**config.mk**
```make
export PLATFORM = sky130hd
export DESIGN_NAME = hand_point_gen
export DESIGN_NICKNAME = d
export VERILOG_FILES = /design/src/rtl/hand_point_gen.sv
export SDC_FILE = /design/constraint.sdc
export NUM_CORES = 1
export LEC_CHECK = 0
export BUFFER_PORTS_ARGS = -buffer_cell sky130_fd_sc_hd__buf_2
export CORE_ASPECT_RATIO = 0.9
export CORE_MARGIN = 1.5
export CORE_UTILIZATION = 45
export CTS_CLUSTER_SIZE = 28
export DETAILED_ROUTE_END_ITERATION = 10
export SETUP_SLACK_MARGIN = 0.4
export SLEW_MARGIN = 20
export SYNTH_ARGS = -nofsm -noshare
export SYNTH_HDL_FRONTEND = slang
export SYNTH_SLANG_ARGS = --single-unit
```
**constraint.sdc**
```tcl
create_clock -name clk -period 9.7 [get_ports clk]
set_input_delay 0.485 -clock clk [delete_from_list [all_inputs] [get_ports clk]]
set_output_delay 0.485 -clock clk [all_outputs]
set_load 0.02 [all_outputs]
```
**src/rtl/hand_point_gen.sv**
```systemverilog
// rtl/hand_point_gen.sv - clock-hand endpoint generator: angle reduce, sin/cos handshake, shift-add scale, screen offset
module hand_point_gen #(
  parameter int CX = 320,
  parameter int CY = 240,
  parameter int RW = 8
) (
  input  logic              clk,
  input  logic              rst_n,
  input  logic              req_valid,
  output logic              req_ready,
  input  logic [8:0]        req_angle,
  input  logic [RW-1:0]     req_radius,
  output logic              cordic_start,
  output logic [8:0]        cordic_angle,
  input  logic              cordic_done,
  input  logic signed [8:0] cordic_sin,
  input  logic signed [8:0] cordic_cos,
  output logic              pt_valid,
  input  logic              pt_ready,
  output logic [9:0]        pt_x,
  output logic [9:0]        pt_y,
  output logic              busy
);

  // Product width: 9-bit signed trig value times RW-bit unsigned radius
  localparam int PW = 9 + RW;
  localparam int CW = $clog2(RW + 1);
  localparam logic [CW-1:0] LAST_BIT = CW'(RW - 1);
  localparam logic signed [10:0] CX11 = 11'(CX);
  localparam logic signed [10:0] CY11 = 11'(CY);

  typedef enum logic [2:0] {
    IDLE  = 3'd0,
    START = 3'd1,
    WAIT  = 3'd2,
    MUL   = 3'd3,
    OUT   = 3'd4
  } state_t;

  state_t               state;
  logic [RW-1:0]        radius_sr;
  logic signed [PW-1:0] sin_sh;
  logic signed [PW-1:0] cos_sh;
  logic signed [PW-1:0] ps_acc;
  logic signed [PW-1:0] pc_acc;
  logic [CW-1:0]        bit_cnt;

  logic signed [PW-1:0] ps_next;
  logic signed [PW-1:0] pc_next;
  logic signed [10:0]   x_next;
  logic signed [10:0]   y_next;

  // Divide by 256 rounding toward zero, so negative products do not floor away from zero
  function automatic logic signed [PW-1:0] div256(input logic signed [PW-1:0] p);
    logic signed [PW-1:0] t;
    if (p[PW-1]) begin
      t = p + $signed(PW'(255));
    end else begin
      t = p;
    end
    return t >>> 8;
  endfunction

  // Partial products including this cycle's radius bit, and the screen point they imply
  always_comb begin
    ps_next = ps_acc;
    pc_next = pc_acc;
    if (radius_sr[0]) begin
      ps_next = ps_acc + sin_sh;
      pc_next = pc_acc + cos_sh;
    end
    x_next = CX11 + 11'(div256(pc_next));
    y_next = CY11 - 11'(div256(ps_next));
  end

  // Control FSM with registered handshake outputs and the iterative multiplier datapath
  always_ff @(posedge clk or negedge rst_n) begin
    if (!rst_n) begin
      state        <= IDLE;
      req_ready    <= 1'b0;
      cordic_start <= 1'b0;
      cordic_angle <= '0;
      pt_valid     <= 1'b0;
      pt_x         <= '0;
      pt_y         <= '0;
      busy         <= 1'b0;
      radius_sr    <= '0;
      sin_sh       <= '0;
      cos_sh       <= '0;
      ps_acc       <= '0;
      pc_acc       <= '0;
      bit_cnt      <= '0;
    end else begin
      case (state)
        IDLE: begin
          req_ready <= 1'b1;
          if (req_valid && req_ready) begin
            req_ready    <= 1'b0;
            busy         <= 1'b1;
            cordic_start <= 1'b1;
            radius_sr    <= req_radius;
            cordic_angle <= (req_angle >= 9'd360) ? (req_angle - 9'd360) : req_angle;
            state        <= START;
          end
        end
        START: begin
          cordic_start <= 1'b0;
          state        <= WAIT;
        end
        WAIT: begin
          if (cordic_done) begin
            sin_sh  <= PW'(cordic_sin);
            cos_sh  <= PW'(cordic_cos);
            ps_acc  <= '0;
            pc_acc  <= '0;
            bit_cnt <= '0;
            state   <= MUL;
          end
        end
        MUL: begin
          ps_acc    <= ps_next;
          pc_acc    <= pc_next;
          sin_sh    <= sin_sh <<< 1;
          cos_sh    <= cos_sh <<< 1;
          radius_sr <= radius_sr >> 1;
          if (bit_cnt == LAST_BIT) begin
            pt_x     <= x_next[9:0];
            pt_y     <= y_next[9:0];
            pt_valid <= 1'b1;
            state    <= OUT;
          end else begin
            bit_cnt <= bit_cnt + 1'b1;
          end
        end
        OUT: begin
          if (pt_ready) begin
            pt_valid  <= 1'b0;
            busy      <= 1'b0;
            req_ready <= 1'b1;
            state     <= IDLE;
          end
        end
        default: begin
          state <= IDLE;
        end
      endcase
    end
  end

endmodule

```
==> reports/metrics.cfg <==
[worst_setup_path]
required_ns = 10.01
crit_arrival_ns = 4.55
crit_family = simple AND/OR/NAND/NOR gates
path_cells = ha_1 -> inv_1 -> fa_1 -> xnor2_1 -> nor4b_1 -> mux2i_1 -> a221o_1 -> nor4_1 -> a31oi_1 -> nand2_1 -> nand2_1 -> ha_1 -> or3b_1 -> a31o_1 -> xnor2_1 -> mux2_2
critPathSlowestCell = nor4_1
critPathMaxFanout = 3
worst-path-buf-inv = 1
cp-end-kind = flip-flop
critPathKind = reg2reg
slowest_delay_ns = 0.47
start_kind = flip-flop

[die]
rows = 43
die-area_um2 = 16700
io-pin-count = 73
die_w_um = 136
die_y_um = 123
initial_core_util = 0.463
core_area_um2 = 15500

[finish]
finalCoreUtilization = 0.539
fillCellCount = 1434
final_cells = 1083
design_area_um2 = 8350
drive_gt1_frac = 0.149
layout.nets = 947
regArea_um2 = 2900
antenna_cells = 0
area_growth_syn_to_layout_pct = 16.4
multi_input_area_um2 = 4080

[timing]
max_freq_mhz = 236
worstMarginPinSlew_ns = 0.933
maxSlewHeadroom = 0.376
finalMaxSlewViolations = 0
fin_crit_sh = 0.436
finalHoldViolCount = 0
finalSetupViolations = 0
rsz0062_at_grt = false
min_period_ns = 4.23
finalSetupTns_ns = 0
fin_skew_ns = 0.00881

[min_path]
hp-class = in2async

[synthesis]
avgSynthCellArea_um2 = 8.92
synth_edf_count = 0
async_flop_share = 1.00
synthesis.area_um2 = 7170
ys_warn_count = 0
synth.distinct_cells = 67
synth_common_cells = 120 x nand2_1, 116 x dfrtp_1, 84 x o21ai_0
yosys.area.top_type_share = 0.405
synthFlopType = dfrtp_1
synth_most_common_cell = nand2_1
synth_cells = 804
yosysTopAreaCell = dfrtp_1
synth_nets = 882
seq_area_frac_synth = 0.405
synth_area_leaders = dfrtp_1 40%, ha_1 6.3%, nand2_1 6.3%
postSynthRegisterBits = 116

[clock_network]
cts_max_level = 4
cts_made_buffers = 17
clock-sinks = 116
clk_transition_reported_paths_ns = 0.06
cts_tree = built
cts_hold_buf = 0
cts_resized = 0
clk_latency_ns = 0.43
clockBufferDepth = 2
cts_setup_buffers = 0
root_buffer = clkbuf_16

[run_status]
status = completed

[placed_design]
port_buffers = 72
place_area_um2 = 7730
dp_hpwl_mm = 12.2
placed_cells = 1052
gp_congestion = 0.870

[detailed_routing]
viasPerCell = 5.67
drt_iter0_drc = 361
dr.pass1.iters = 5
num_vias = 6137
drc = 0
drt-total-wl_mm = 17.6
antenna_left = 0
wl_per_cell_um = 16.3

[power_and_ir_drop]
swShare = 0.443
clock_power_share = 0.208
power_density_nw_per_um2 = 381
power_frac_comb = 0.525
p_int_mw = 1.77
p_seq_frac = 0.267
p_leak_nw = 3.82
vdd_drop_max_mv = 0.168
switchingPower_mw = 1.41
p_total_mw = 3.18

[global_routing]
grt_pass1_wl_mm = 30.0
grt_start_max_net_pins = 76
grt.total_usage = 0.231
antenna_found_initial = 0
grt_pass1_vias = 6081
grt-ovfl-total = 0

[flow_run]
maxCapViolCount = 0

==> routing by layer <==
layer | up-vias | GRT usage | part of all wire
li1 | 3030 | - | -
met1 | 2958 | 0.315 | 0.49
met2 | 124 | 0.361 | 0.45
met3 | 25 | 0.0463 | 0.043
met4 | 0 | 0.0911 | 0.016
met5 | - | 0 | 0
==> layout make-up <==
class                      instances  area share
multi-input combinational        635       0.488
sequential                       116       0.348
timing repair buffer              82      0.0525
clock buffer                      18      0.0514
tap                              202      0.0303
clock inverter                    13      0.0220
inverter                          17     0.00764
==> kinds of logic (layout without fill, tap and decap cells) <==
kind of cell             after synthesis  count (layout)  share of synthesized area
AO/OA/AOI/OAI                        266             266                      0.236
XOR/XNOR                              39              39                     0.0476
adder cells (fa/ha/maj)               38              38                     0.0684
AND/OR/NAND/NOR                      261             261                      0.170
buffers and inverters                 53             130                     0.0279
multiplexers                          31              31                     0.0447
flip-flops                           116             116                      0.405
==> power groups by stage <==
stage / Combinational, mW / Clock, mW / Sequential (mW)
2_1_floorplan: 1.23 / 0 / 0.854
3_3_place_gp: 1.62 / 0 / 0.848
3_5_place_dp: 1.65 / 0 / 0.853
4_1_cts: 1.66 / 0.671 / 0.850
5_1_grt: 1.87 / 0.700 / 0.876
6_report: 1.67 / 0.660 / 0.850
==> worst paths after layout <==
check,from,depth (start not counted),slack [ns],to
max in group asynchronous,rst_n,2,8.30,ps_acc[9]
setup reg to reg,sin_sh[0],16,5.47,pt_y[6]
min in group clk,cordic_cos[0],2,0.28,cos_sh[0]
setup / recovery,sin_sh[0],16,5.47,pt_y[6]
hold / removal,rst_n,1,0.1,cordic_angle[5]
hold reg to reg,cordic_start,1,0.47,cordic_start
==> layout by cell type (no fill, tap or decap), drive strengths merged, types with 3 or more instances in the layout <==
cell type	n
nand3	10
a21o	20
a22o	16
clkinvlp	3
mux2	8
bufinv	4
buf	82
and2	7
xnor2	26
o211ai	8
nand2	120
nor4b	3
o21ai	86
nand2b	9
nor2b	21
o31ai	11
a21boi	3
a31o	3
dfrtp	116
o21a	8
o21bai	3
o22ai	4
clkinv	6
and3	4
a21oi	69
mux2i	23
a31oi	6
ha	36
or4	3
inv	17
nor3	15
nor4	7
a221o	3
a211oi	7
a221oi	3
xor2	13
nor2	48
clkbuf	18
==> worst reg2reg max path: stages (launching register included) <==
cell,delay (ns)
dfrtp_1,0.37
ha_1,0.19
inv_1,0.06
fa_1,0.40
xnor2_1,0.18
nor4b_1,0.32
mux2i_1,0.12
a221o_1,0.34
nor4_1,0.47
a31oi_1,0.16
nand2_1,0.15
nand2_1,0.07
ha_1,0.23
or3b_1,0.42
a31o_1,0.25
xnor2_1,0.12
mux2_2,0.27
==> registers in the layout, summed over array words and instances (netlist names) <==
| name | cells |
|---|---|
| pt_y | 10 |
| bit_cnt | 4 |
| cos_sh | 17 |
| req_ready | 1 |
| pc_acc | 17 |
| pt_x | 10 |
| cordic_angle | 9 |
| ps_acc | 17 |
| busy | 1 |
| radius_sr | 8 |
| state | 3 |
| cordic_start | 1 |
| sin_sh | 17 |
| pt_valid | 1 |
==> metrics by stage <==
stage               hold WS [ns]  worst slack [ns]
floorplan                  0.189              5.83
global route               0.167              5.17
CTS                        0.130              5.44
detailed placement         0.461              5.45
global placement           0.455              5.62
finish                    0.0982              5.47
Note: power is estimated with default switching activity, not from simulation.
